[src/rtl/mem_port_arbiter_pkg.sv]
// Shared types and constants for the IF/MEM memory port arbiter.
package mem_port_arbiter_pkg;

  typedef enum logic [1:0] {
    StIdle  = 2'd0,
    StFetch = 2'd1,
    StData  = 2'd2
  } arb_state_e;

  localparam logic [1:0] SizeWord = 2'b10;
  localparam int unsigned DefaultWaitMax = 15;

endpackage

[src/rtl/mem_port_arbiter_wait_watchdog.sv]
// Wait-cycle watchdog: counts stalled bus cycles and flags the cycle that would reach the limit.
module mem_port_arbiter_wait_watchdog
  import mem_port_arbiter_pkg::*;
#(
  parameter int unsigned WaitMax = DefaultWaitMax
) (
  input  logic clk_i,
  input  logic rst_ni,
  input  logic clr_i,
  input  logic en_i,
  output logic timeout_o
);

  localparam logic [7:0] Limit = 8'(WaitMax - 1);

  logic [7:0] count_q, count_d;

  always_comb begin
    count_d = count_q;
    if (clr_i) begin
      count_d = '0;
    end else if (en_i) begin
      count_d = count_q + 8'd1;
    end
  end

  always_ff @(posedge clk_i or negedge rst_ni) begin
    if (!rst_ni) begin
      count_q <= '0;
    end else begin
      count_q <= count_d;
    end
  end

  // Fires in the wait cycle whose increment would make the count reach WaitMax.
  assign timeout_o = en_i & (count_q == Limit);

endmodule

[src/rtl/mem_port_arbiter.sv]
// Arbitrates one single-port memory bus between instruction fetch and data access requesters.
module mem_port_arbiter
  import mem_port_arbiter_pkg::*;
#(
  parameter int unsigned ADDR_W   = 32,
  parameter int unsigned DATA_W   = 32,
  parameter int unsigned WAIT_MAX = DefaultWaitMax
) (
  input  logic              clk,
  input  logic              reset_x,
  input  logic              if_req,
  input  logic [ADDR_W-1:0] if_addr,
  input  logic              if_cancel,
  output logic [DATA_W-1:0] if_rdata,
  output logic              if_valid,
  input  logic              d_req,
  input  logic              d_we,
  input  logic [1:0]        d_size,
  input  logic [ADDR_W-1:0] d_addr,
  input  logic [DATA_W-1:0] d_wdata,
  output logic [DATA_W-1:0] d_rdata,
  output logic              d_valid,
  output logic              o_ifStall,
  output logic              o_memStall,
  output logic              mem_req,
  output logic              mem_we,
  output logic [1:0]        mem_size,
  output logic [ADDR_W-1:0] mem_addr,
  output logic [DATA_W-1:0] mem_wdata,
  input  logic [DATA_W-1:0] mem_rdata,
  input  logic              mem_ready,
  output logic              o_busErr
);

  arb_state_e        state_q, state_d;
  logic              mem_req_q, mem_req_d;
  logic              mem_we_q, mem_we_d;
  logic [1:0]        mem_size_q, mem_size_d;
  logic [ADDR_W-1:0] mem_addr_q, mem_addr_d;
  logic [DATA_W-1:0] mem_wdata_q, mem_wdata_d;
  logic [DATA_W-1:0] if_rdata_q, if_rdata_d;
  logic [DATA_W-1:0] d_rdata_q, d_rdata_d;
  logic              if_valid_q, if_valid_d;
  logic              d_valid_q, d_valid_d;
  logic              bus_err_q, bus_err_d;
  logic              last_data_q, last_data_d;
  logic              drop_q, drop_d;
  logic              wd_clr, wd_timeout;
  logic              ret_cycle, fetch_ok;

  assign ret_cycle = if_valid_q | d_valid_q;
  assign fetch_ok  = if_req & ~if_cancel;

  mem_port_arbiter_wait_watchdog #(
    .WaitMax (WAIT_MAX)
  ) u_wait_watchdog (
    .clk_i     (clk),
    .rst_ni    (reset_x),
    .clr_i     (wd_clr),
    .en_i      (mem_req_q & ~mem_ready),
    .timeout_o (wd_timeout)
  );

  always_comb begin
    state_d     = state_q;
    mem_req_d   = mem_req_q;
    mem_we_d    = mem_we_q;
    mem_size_d  = mem_size_q;
    mem_addr_d  = mem_addr_q;
    mem_wdata_d = mem_wdata_q;
    if_rdata_d  = if_rdata_q;
    d_rdata_d   = d_rdata_q;
    if_valid_d  = 1'b0;
    d_valid_d   = 1'b0;
    bus_err_d   = 1'b0;
    last_data_d = last_data_q;
    drop_d      = drop_q;
    wd_clr      = 1'b0;

    unique case (state_q)
      StIdle: begin
        // A return cycle still sees the completed requester's held req; skip it.
        if (!ret_cycle) begin
          if (d_req && (!fetch_ok || !last_data_q)) begin
            state_d     = StData;
            mem_req_d   = 1'b1;
            mem_we_d    = d_we;
            mem_size_d  = d_size;
            mem_addr_d  = d_addr;
            mem_wdata_d = d_wdata;
            wd_clr      = 1'b1;
          end else if (fetch_ok) begin
            state_d     = StFetch;
            mem_req_d   = 1'b1;
            mem_we_d    = 1'b0;
            mem_size_d  = SizeWord;
            mem_addr_d  = if_addr;
            mem_wdata_d = '0;
            drop_d      = 1'b0;
            wd_clr      = 1'b1;
          end
        end
      end
      StFetch: begin
        if (if_cancel) begin
          drop_d = 1'b1;
        end
        if (mem_ready) begin
          state_d     = StIdle;
          mem_req_d   = 1'b0;
          last_data_d = 1'b0;
          if (!drop_q && !if_cancel) begin
            if_valid_d = 1'b1;
            if_rdata_d = mem_rdata;
          end
        end else if (wd_timeout) begin
          state_d   = StIdle;
          mem_req_d = 1'b0;
          bus_err_d = 1'b1;
        end
      end
      StData: begin
        if (mem_ready) begin
          state_d     = StIdle;
          mem_req_d   = 1'b0;
          last_data_d = 1'b1;
          d_valid_d   = 1'b1;
          if (!mem_we_q) begin
            d_rdata_d = mem_rdata;
          end
        end else if (wd_timeout) begin
          state_d   = StIdle;
          mem_req_d = 1'b0;
          bus_err_d = 1'b1;
        end
      end
      default: begin
        state_d   = StIdle;
        mem_req_d = 1'b0;
      end
    endcase
  end

  always_ff @(posedge clk or negedge reset_x) begin
    if (!reset_x) begin
      state_q     <= StIdle;
      mem_req_q   <= 1'b0;
      mem_we_q    <= 1'b0;
      mem_size_q  <= '0;
      mem_addr_q  <= '0;
      mem_wdata_q <= '0;
      if_rdata_q  <= '0;
      d_rdata_q   <= '0;
      if_valid_q  <= 1'b0;
      d_valid_q   <= 1'b0;
      bus_err_q   <= 1'b0;
      last_data_q <= 1'b0;
      drop_q      <= 1'b0;
    end else begin
      state_q     <= state_d;
      mem_req_q   <= mem_req_d;
      mem_we_q    <= mem_we_d;
      mem_size_q  <= mem_size_d;
      mem_addr_q  <= mem_addr_d;
      mem_wdata_q <= mem_wdata_d;
      if_rdata_q  <= if_rdata_d;
      d_rdata_q   <= d_rdata_d;
      if_valid_q  <= if_valid_d;
      d_valid_q   <= d_valid_d;
      bus_err_q   <= bus_err_d;
      last_data_q <= last_data_d;
      drop_q      <= drop_d;
    end
  end

  assign mem_req    = mem_req_q;
  assign mem_we     = mem_we_q;
  assign mem_size   = mem_size_q;
  assign mem_addr   = mem_addr_q;
  assign mem_wdata  = mem_wdata_q;
  assign if_rdata   = if_rdata_q;
  assign d_rdata    = d_rdata_q;
  assign if_valid   = if_valid_q;
  assign d_valid    = d_valid_q;
  assign o_busErr   = bus_err_q;
  assign o_ifStall  = if_req & ~if_valid_q;
  assign o_memStall = d_req & ~d_valid_q;

endmodule

[config.mk]
export PLATFORM = sky130hd
export DESIGN_NAME = mem_port_arbiter
export DESIGN_NICKNAME = d
export VERILOG_FILES = /design/src/rtl/mem_port_arbiter_pkg.sv /design/src/rtl/mem_port_arbiter_wait_watchdog.sv /design/src/rtl/mem_port_arbiter.sv
export SDC_FILE = /design/constraint.sdc
export NUM_CORES = 1
export LEC_CHECK = 0
export ABC_AREA = 1
export CAP_MARGIN = 20
export CORE_MARGIN = 1.5
export CORE_UTILIZATION = 38
export DETAILED_ROUTE_END_ITERATION = 16
export PLACE_DENSITY = 0.82
export SLEW_MARGIN = 40
export SYNTH_ARGS = -nofsm -noshare
export SYNTH_HDL_FRONTEND = slang
export SYNTH_SLANG_ARGS = --single-unit
export TNS_END_PERCENT = 30
[constraint.sdc]
create_clock -name clk -period 1.3 [get_ports clk]
set_input_delay 0.26 -clock clk [delete_from_list [all_inputs] [get_ports clk]]
set_output_delay 0.26 -clock clk [all_outputs]
set_load 0.03 [all_outputs]
# Word level (Yosys, flattened, before mapping)
# Index checks and enable logic that the tools add are counted.
dict set report word_totals {
  elab_cells 98
  out_inout_bits 137
  in_bits 137
  memories 0
  register_bits 147
  ram_bits 0
  romBits 0
  latch_bits 0
}
dict set report op_classes {
  eq_ne 11
  mux 41
  n_addsub 1
  n_bitwise 12
  shifts 0
  n_reduce_logical 19
  n_lt_le_gt_ge 0
  div 0
  mul 0
}
# cell n
set ops {}
lappend ops {{$mux W32} 4}
lappend ops {{$mux W1} 24}
lappend ops {{$mux W8} 2}
lappend ops {{$reduce_and A3 Y1} 5}
lappend ops {{$mux W2} 7}
lappend ops {{$ne A2 B2 Y1 const B} 6}
lappend ops {{$add A8 B1 Y8 const B} 1}
lappend ops {{$eq A8 B4 Y1 const B} 1}
lappend ops {{$reduce_bool A2 Y1} 4}
lappend ops {{$not A1 Y1} 6}
lappend ops {{$pmux W1 S2} 3}
lappend ops {{$and A1 B1 Y1} 5}
lappend ops {{$reduce_and A5 Y1} 1}
lappend ops {{$logic_not A1 Y1} 4}
lappend ops {{$pmux W2 S2} 1}
lappend ops {{$ne A3 B1 Y1 const B} 1}
lappend ops {{$ne A3 B3 Y1 const B} 1}
lappend ops {{$eq A2 B1 Y1 const B} 1}
lappend ops {{$eq A2 B2 Y1 const B} 1}
lappend ops {{$logic_and A1 B1 Y1} 2}
lappend ops {{$logic_not A2 Y1} 1}
lappend ops {{$reduce_or A2 Y1} 1}
lappend ops {{$logic_or A1 B1 Y1} 1}
lappend ops {{$or A1 B1 Y1} 1}

# Logic depth before layout (Yosys ltp)
# Gate-level depths: netlist of run 1.
dict set report logic_depth {
  word_depth 9
  depth_mapped 10
  depth_no_buf 9
}

# By module
# Synthesis of run 1 repeated with hierarchy kept, for this count alone.
dict set report unflattened {
  cells_unflattened 760
  area_unflattened_um2 6349.8
}
# module area_per_inst_um2 instances cells_per_inst seq_area_each_um2
set modules_own_cells {}
lappend modules_own_cells {mem_port_arbiter 5879.4 1 695 3478.3}
lappend modules_own_cells {mem_port_arbiter_wait_watchdog 470.5 1 65 200.2}

# Least setup slack after synthesis of run 1
# Ideal clock, no wire load.
dict set report synth_path {
  kind {flip-flop to flip-flop}
  startpoint {register d_valid_q, in the netlist d_valid}
  endpoint {register mem_wdata_q[17], in the netlist mem_wdata[17]}
  period_less_slack_ns 1.433
  required_time_ns 1.183
  stages_incl_launch_ff 9
  setup_time_ns 0.117
  path_buffers 2
  slack_ns -0.133
  t_arrival_ns 1.315
  path_cell_list {dfrtp_1 -> nor2_1 -> nand2_1 -> nand2_2 -> nand2_2 -> buf_6 -> buf_6 -> nand2_1 -> nand2_1}
}
dict set report synth_between {
  elab_chain_cells 3
}
# item line_no
set synth_rtl {}
lappend synth_rtl {{from (decl)} mem_port_arbiter.sv:44} ;# logic d_valid_q, d_valid_d;
lappend synth_rtl {{from (signal assigned)} mem_port_arbiter.sv:169} ;# d_valid_q <= d_valid_d;
lappend synth_rtl {{$or A1 B1 Y1} mem_port_arbiter.sv:51} ;# assign ret_cycle = if_valid_q | d_valid_q;
lappend synth_rtl {{$not A1 Y1 (no source line)} n/a}
lappend synth_rtl {{$reduce_and A3 Y1 (no source line)} n/a}
lappend synth_rtl {{to (signal assigned)} mem_port_arbiter.sv:165} ;# mem_wdata_q <= mem_wdata_d;
lappend synth_rtl {{to (decl)} mem_port_arbiter.sv:40} ;# logic [DATA_W-1:0] mem_wdata_q, mem_wdata_d;
# Every way passes these cells.
# A chain may end at the register's enable or synchronous reset.

# Final worst setup path of run 1
dict set report layout_path {
  startpoint {register state_q[1]}
  endpoint {register d_rdata_q[13], in the netlist d_rdata[13]}
}
dict set report layout_between {
  elab_chain_cells 2
}
# item line_no
set layout_rtl {}
lappend layout_rtl {{from (decl)} mem_port_arbiter.sv:35} ;# arb_state_e state_q, state_d;
lappend layout_rtl {{from (signal assigned)} mem_port_arbiter.sv:146} ;# state_q <= StIdle;
lappend layout_rtl {{from (signal assigned)} mem_port_arbiter.sv:160} ;# state_q <= state_d;
lappend layout_rtl {{$eq A2 B2 Y1} mem_port_arbiter.sv:80} ;# unique case (state_q)
lappend layout_rtl {{$reduce_and A3 Y1 (no source line)} n/a}
lappend layout_rtl {{to (signal assigned)} mem_port_arbiter.sv:167} ;# d_rdata_q <= d_rdata_d;
lappend layout_rtl {{to (decl)} mem_port_arbiter.sv:42} ;# logic [DATA_W-1:0] d_rdata_q, d_rdata_d;
# Every way passes these cells.

==> results of run 1 <==
==> kinds of logic (layout without fill, tap and decap cells) <==
| logic type | after synthesis | count (layout) | share of synthesized area (%) |
|---|---|---|---|
| buffers and inverters | 91 | 410 | 6.873 |
| DFF | 147 | 147 | 58.92 |
| adders and majority gates | 5 | 5 | 1.002 |
| AOI/OAI and AO/OA | 73 | 73 | 5.852 |
| and+or+nand+nor | 430 | 431 | 27.21 |
| xor gates and xnor gates | 1 | 1 | 0.1403 |
==> synthesized netlist by cell type <==
master and number:
a21oi_1 2, nor3_2 1, nor2_4 1, nand2_1 360, nand4_1 2, inv_2 1, dfrtp_1 147, clkbuf_1 9
o21ai_1 10, xnor2_1 1, inv_1 53, nor2_1 18, buf_2 15, buf_4 6, buf_6 6, ha_1 5
nand3b_1 1, clkinv_2 1, nand2_2 3, o21ai_0 61, nand3_1 44
==> through the flow <==
step,setup TNS (ns),setup WS (ns),hold slack [ns],area (µm²)
floorplan,-5.328,-0.07772,-0.03559,6248
global placement,-62.25,-0.6062,0.1834,9547
detailed placement,-66.95,-0.6982,0.1906,9547
CTS,-14.16,-0.1777,0.3053,10020
global route,-26.26,-0.2710,0.3187,10370
finish,-15.32,-0.2231,0.3053,10370
==> final cells by class <==
cell class | instances | area [µm²] | share of cell area (%)
flip-flops and latches | 147 | 3684 | 35.53
repair buffers | 323 | 3242 | 31.27
multi-input cells | 510 | 2341 | 22.58
clock buffers | 19 | 442.9 | 4.272
well taps | 216 | 270.3 | 2.607
inverters | 55 | 216.5 | 2.088
clock inverters | 13 | 171.4 | 1.653
==> sequential cells by signal, summed over array words and instances (netlist names), 2 cells and up <==
name                     count
d_rdata                     32
if_rdata                    32
mem_addr                    32
mem_wdata                   32
u_wait_watchdog.count_q      8
mem_size                     2
state_q                      2
==> routing by layer <==
| metal | track usage, % | wire (µm) | share of wire (%) | up-vias |
|---|---|---|---|---|
| met4 | 7.241 | 475 | 2.3 | 0 |
| met3 | 10.15 | 2221 | 11 | 34 |
| li1 | - | - | - | 2946 |
| met2 | 38.15 | 10290 | 49 | 299 |
| met1 | 27.02 | 8043 | 38 | 2885 |
| met5 | 0 | 0 | 0 | - |
==> layout by cell type (no fill, tap or decap), types with 4 or more instances in the layout <==
master,count
nand3_1,44
dfrtp_2,4
nand2_1,333
inv_1,49
dfrtp_1,143
nand2_2,24
buf_12,39
inv_6,5
nor2_1,13
o21ai_1,57
buf_4,76
o21ai_2,6
nand2_4,4
buf_2,55
clkbuf_16,21
buf_6,10
nor2_4,4
o21ai_0,8
clkdlybuf4s50_1,135
==> path summary, 6_finish.rpt <==
check,cells past startpoint,slack [ns],to,start
setup / recovery,9,-0.22,d_rdata[13],state_q[1]
hold / removal,2,0.31,u_wait_watchdog.count_q[1],reset_x
setup reg to reg,9,-0.22,d_rdata[13],state_q[1]
hold reg to reg,2,0.47,mem_addr[12],mem_addr[12]
max in group asynchronous,3,0.42,mem_wdata[31],reset_x
min in group clk,3,0.39,mem_wdata[0],d_wdata[0]
==> power breakdown <==
part	total [W]	internal [W]	switching, W
Combinational	0.0126	0.00500	0.00764
Sequential	0.00784	0.00650	0.00134
Clock	0.00512	0.00310	0.00202
==> timing repair <==
| item | in CTS | in global routing |
|---|---|---|
| setup buffers | 1 | 4 |
| endpoints found under the hold margin | 28 | 0 |
| pin swaps | 4 | 1 |
| resized for setup | 315 | 99 |
| hold buffers | 1 | 0 |
| endpoints found under the setup margin | 205 | 150 |
| cloned | 1 | 9 |
==> qor.txt, run 1 <==
CTS tree: yes
CTS Buf Count: 17
leakage: 5.439 nW
routed len/inst: 16.39 µm
maximum fanout along the worst path: 8
largest net degree at the start of global routing: 65
deepest clock path buffer count: 2
share of cells above drive strength 1: 25.77%
synth-to-layout area growth: 66.05%
slack of the critical path: -0.2231 ns
Total GRT Usage: 23.09%
failing checks: setup timing
clk_skew: 0.007920 ns
Max stage delay on crit path: 0.39 ns
crit-path cells: buf_4 > buf_4 > ha_4 > nand2_4 > inv_4 > nand2_8 > clkbuf_16 > nand2_1 > o21ai_1
Worst-Skew Late Latency: 0.42 ns
worst path required time: 1.64 ns
critical path data arrival time: 1.86 ns
Final Setup Violations: 122
H-tree levels: 4
Unique masters post-synth: 21
detailed placement HPWL: 14.03 mm
row count: 46
vias in the first global route: 6122
post-route ant nets: 0
post-layout min period: 1.523 ns
Avg Inst Size Synth: 8.358 µm²
Yosys Warn Count: 0
Die X: 131.2 µm
antenna violations before repair: 0
Initial Util: 39.16%
FMAX: 656.5 MHz
ANT cells: 0
final design utilization: 65.03%
Max IR drop VDD: 1.598 mV
CTS root buf: clkbuf_16
Final Power: 0.02560 W
Crit Path Category: register to register
Syn Std Cell Area: 0.006243 mm²
Post-Place Cells: 1235
Max-Cap Viols: 0
register area share after synthesis: 58.92%
Buf/Inv on CP: 4
DRT iter0 DRCs: 297
top cell type's share of synthesized area: 58.92%
worst-margin pin slew: 0.4585 ns
port bufs: 273
fill count: 1266
relative slew slack: 69.36%
WL final: 21.03 mm
slowest CP cell: dfrtp_1
GR Overflow Total: 0
Synthesized Nets: 889
gpl congestion: 0.7974
Clock transition at path regs: 0.06 ns
final max-slew violation count: 0
TritonRoute pass-1 iters: 5
CP top delay family: buffers and inverters
dominant cell type by area after synthesis: dfrtp_1
Cell Count, Final, Fillers Out: 1283
mean number of vias per cell: 4.804
die area: 0.01721 mm²
final period utilization: 117.2%
Nets: 1196
Core ar.: 0.01594 mm²
# DRC: 0
CP startpoint kind: register
PD cells: 2470 mW/mm²
Die Ht: 131.2 µm
I/O pin total: 274
final number of hold-violating endpoints: 0
ranking of synthesized cells by area: dfrtp_1 59%, nand2_1 22%, o21ai_0 4.9%, nand3_1 3.5%, inv_1 3.2%
RSZ-0062 raised after global routing: yes
Critical Path Sink Type: register
Yosys reg bits: 147
Clock Sinks: 147
most frequent CP cell: buf_4
worst min-delay path category: input port to asynchronous set/reset pin
Via Count: 6164
cell count after synthesis: 747
run status: complete, but fails checks
first-pass GRT wire length: 31.58 mm
(Power assumes the default switching activity.)
==> inputs of run 2 (changes only) <==
--- a/config.mk
+++ b/config.mk
@@ -5,12 +5,11 @@
 export SDC_FILE = /design/constraint.sdc
 export NUM_CORES = 1
 export LEC_CHECK = 0
-export ABC_AREA = 1
 export CAP_MARGIN = 20
 export CORE_MARGIN = 1.5
 export CORE_UTILIZATION = 38
 export DETAILED_ROUTE_END_ITERATION = 16
-export PLACE_DENSITY = 0.82
+export PLACE_DENSITY = 0.83
 export SLEW_MARGIN = 40
 export SYNTH_ARGS = -nofsm -noshare
 export SYNTH_HDL_FRONTEND = slang
==> run 2 against run 1 <==
  * The run still ends with setup timing left
  * Die area fell by 3.8%
  * Combinational power rose by 13%
  * Clock power fell by 11%
  * Flip-flop and latch count did not move
  * First-iteration DRC count fell by 42%
  * Via count fell by 18%
  * Routed wire length fell by 13%
  * Largest cell class unchanged
==> qor.txt, run 2 <==
Max-Cap Viols: 0
Yosys Warn Count: 0
final max-slew violation count: 0
Reg-to-Reg End: d_rdata[29]
flop-to-flop setup slack: -0.28 ns
Initial Util: 39.20%
R2R depth: 6
gpl congestion: 0.7578
Post-Place Cells: 1004
slowest CP cell: dfrtp_1
largest net degree at the start of global routing: 43
clk_skew: 0.009887 ns
top post-synthesis cells by count: 147 x dfrtp_1, 108 x nand2_1, 61 x o21ai_1
dominant cell type by area after synthesis: dfrtp_1
WL final: 18.24 mm
detailed placement HPWL: 12.43 mm
Final Power: 0.02691 W
ys flop type: dfrtp_1
Total GRT Usage: 20.39%
Yosys reg bits: 147
failing checks: setup timing
Core ar.: 0.01531 mm²
GR Overflow Total: 0
final number of hold-violating endpoints: 0
antenna violations before repair: 0
CTS root buf: clkbuf_16
Post-synth EDFFs: 0
share of cells above drive strength 1: 41.82%
critical path data arrival time: 1.87 ns
Unique masters post-synth: 34
Die Ht: 128.7 µm
die area: 0.01656 mm²
asr flop ratio synth: 100.0%
post-route ant nets: 0
Avg Inst Size Synth: 11.89 µm²
leakage: 5.006 nW
# DRC: 0
ranking of synthesized cells by area: dfrtp_1 61%, mux2_2 9.2%, nand2_1 6.8%, mux2i_1 5.7%, o21ai_1 5.1%
Synthesized Nets: 647
final period utilization: 121.6%
CTS Buf Count: 17
ANT cells: 0
fill count: 1161
run status: complete, but fails checks
worst path required time: 1.59 ns
row count: 45
first-pass GRT wire length: 25.90 mm
Crit Path Category: register to register
slack of the critical path: -0.2804 ns
RSZ-0062 raised after global routing: yes
post-layout min period: 1.580 ns
Min Hold Slack: 0.3104 ns
worst min-delay path category: input port to asynchronous set/reset pin
relative slew slack: 75.80%
DRT iter0 DRCs: 172
Worst-Skew Late Latency: 0.41 ns
Cell Count, Final, Fillers Out: 1055
most frequent cells in the layout: 144 x dfrtp_1, 133 x clkdlybuf4s50_1, 89 x buf_4
crit-path cells: buf_4 > ha_2 > and2_4 > nand2b_4 > buf_12 > mux2_2
Clock transition at path regs: 0.07 ns
FMAX: 632.8 MHz
worst-margin pin slew: 0.3630 ns
most instantiated library cell after synthesis: dfrtp_1
I/O pin total: 274
most common cell after layout, fill and taps aside: dfrtp_1
CTS tree: yes
PD cells: 2599 mW/mm²
top cell type's share of synthesized area: 61.28%
synth-to-layout area growth: 72.51%
Max IR drop VDD: 1.192 mV
maximum fanout along the worst path: 24
H-tree levels: 4
mean number of vias per cell: 4.783
Clock Sinks: 147
Critical Path Sink Type: register
Critical R2R Launch: state_q[1]
vias in the first global route: 4984
Die X: 128.7 µm
routed len/inst: 17.29 µm
deepest clock path buffer count: 2
Final Setup Violations: 144
CP startpoint kind: register
Via Count: 5046
TritonRoute pass-1 iters: 4
Max stage delay on crit path: 0.39 ns
port bufs: 273
Syn Std Cell Area: 0.006003 mm²
setup_tns: -28.96 ns
cell count after synthesis: 505
register area share after synthesis: 61.28%
Nets: 973
[run 2: worst max-delay path: cells and delay by family, from the launching register on]
family	cells	cell delay (ns)
flops	1	0.39
fa+ha+maj	1	0.16
buf+inv	2	0.33
simple gates	2	0.23
mux	1	0.36
[run 2: routing by layer]
metal / vias to the layer above / track usage (%) / routed length (µm)
met1: 2408 / 23.56 / 7345
li1: 2385 / - / -
met5: - / 0 / 0
met4: 0 / 6.742 / 392
met2: 222 / 35.20 / 9009
met3: 31 / 7.401 / 1492
[run 2: how the worst max path moves through the flow]
stage	to	cells past startpoint	from
detailed placement	u_wait_watchdog.count_q[7]	5	mem_ready
finish	d_rdata[29]	6	state_q[1]
global route	d_rdata[15]	6	state_q[0]
floorplan	d_rdata[28]	7	state_q[0]
global placement	mem_size[1]	6	if_cancel
CTS	if_rdata[15]	6	state_q[1]
[run 2: power breakdown]
group	switching (W)	total (W)	internal, W
Sequential	0.00137	0.00805	0.00669
Clock	0.00202	0.00456	0.00255
Combinational	0.00801	0.0143	0.00628
Total	0.0114	0.0269	0.0155
[run 2: kinds of logic after synthesis]
logic type	count (synthesis)	synth area share [%]
flip-flops	147	61.28
AND/OR/NAND/NOR	138	9.817
multiplexers	98	17.67
AO/OA/AOI/OAI	77	6.732
buffers and inverters	34	2.585
XOR/XNOR	6	0.8754
adder cells (fa/ha/maj)	5	1.042
[run 2: metrics by stage]
| stage | setup WS, ns | util (%) | cell area (µm²) |
|---|---|---|---|
| 6_report | -0.2804 | 67.62 | 10360 |
| 5_1_grt | -0.3459 | 67.62 | 10360 |
| 4_1_cts | -0.2853 | 63.47 | 9721 |
| 3_5_place_dp | -0.6531 | 61.36 | 9398 |
| 3_3_place_gp | -0.6165 | 61.36 | 9398 |
| 2_1_floorplan | -0.2372 | - | 6230 |
[run 2: area by class of cell]
cell class              instances  area [µm²]  area share (%)
multi-input cells             324        2594           25.05
clock inverters                14       118.9           1.148
clock buffers                  18       439.2           4.241
well taps                     211       264.0           2.549
repair buffers                336        3239           31.28
flip-flops and latches        147        3682           35.56
inverters                       5       18.77          0.1812
[run 2: repair_timing]
item	4_1_cts	5_1_grt
setup endpoints to repair	213	152
buffers inserted	0	3
pin swaps	3	20
hold buffers	1	0
gates cloned	0	16
hold endpoints to repair	30	0
resized for setup	341	92
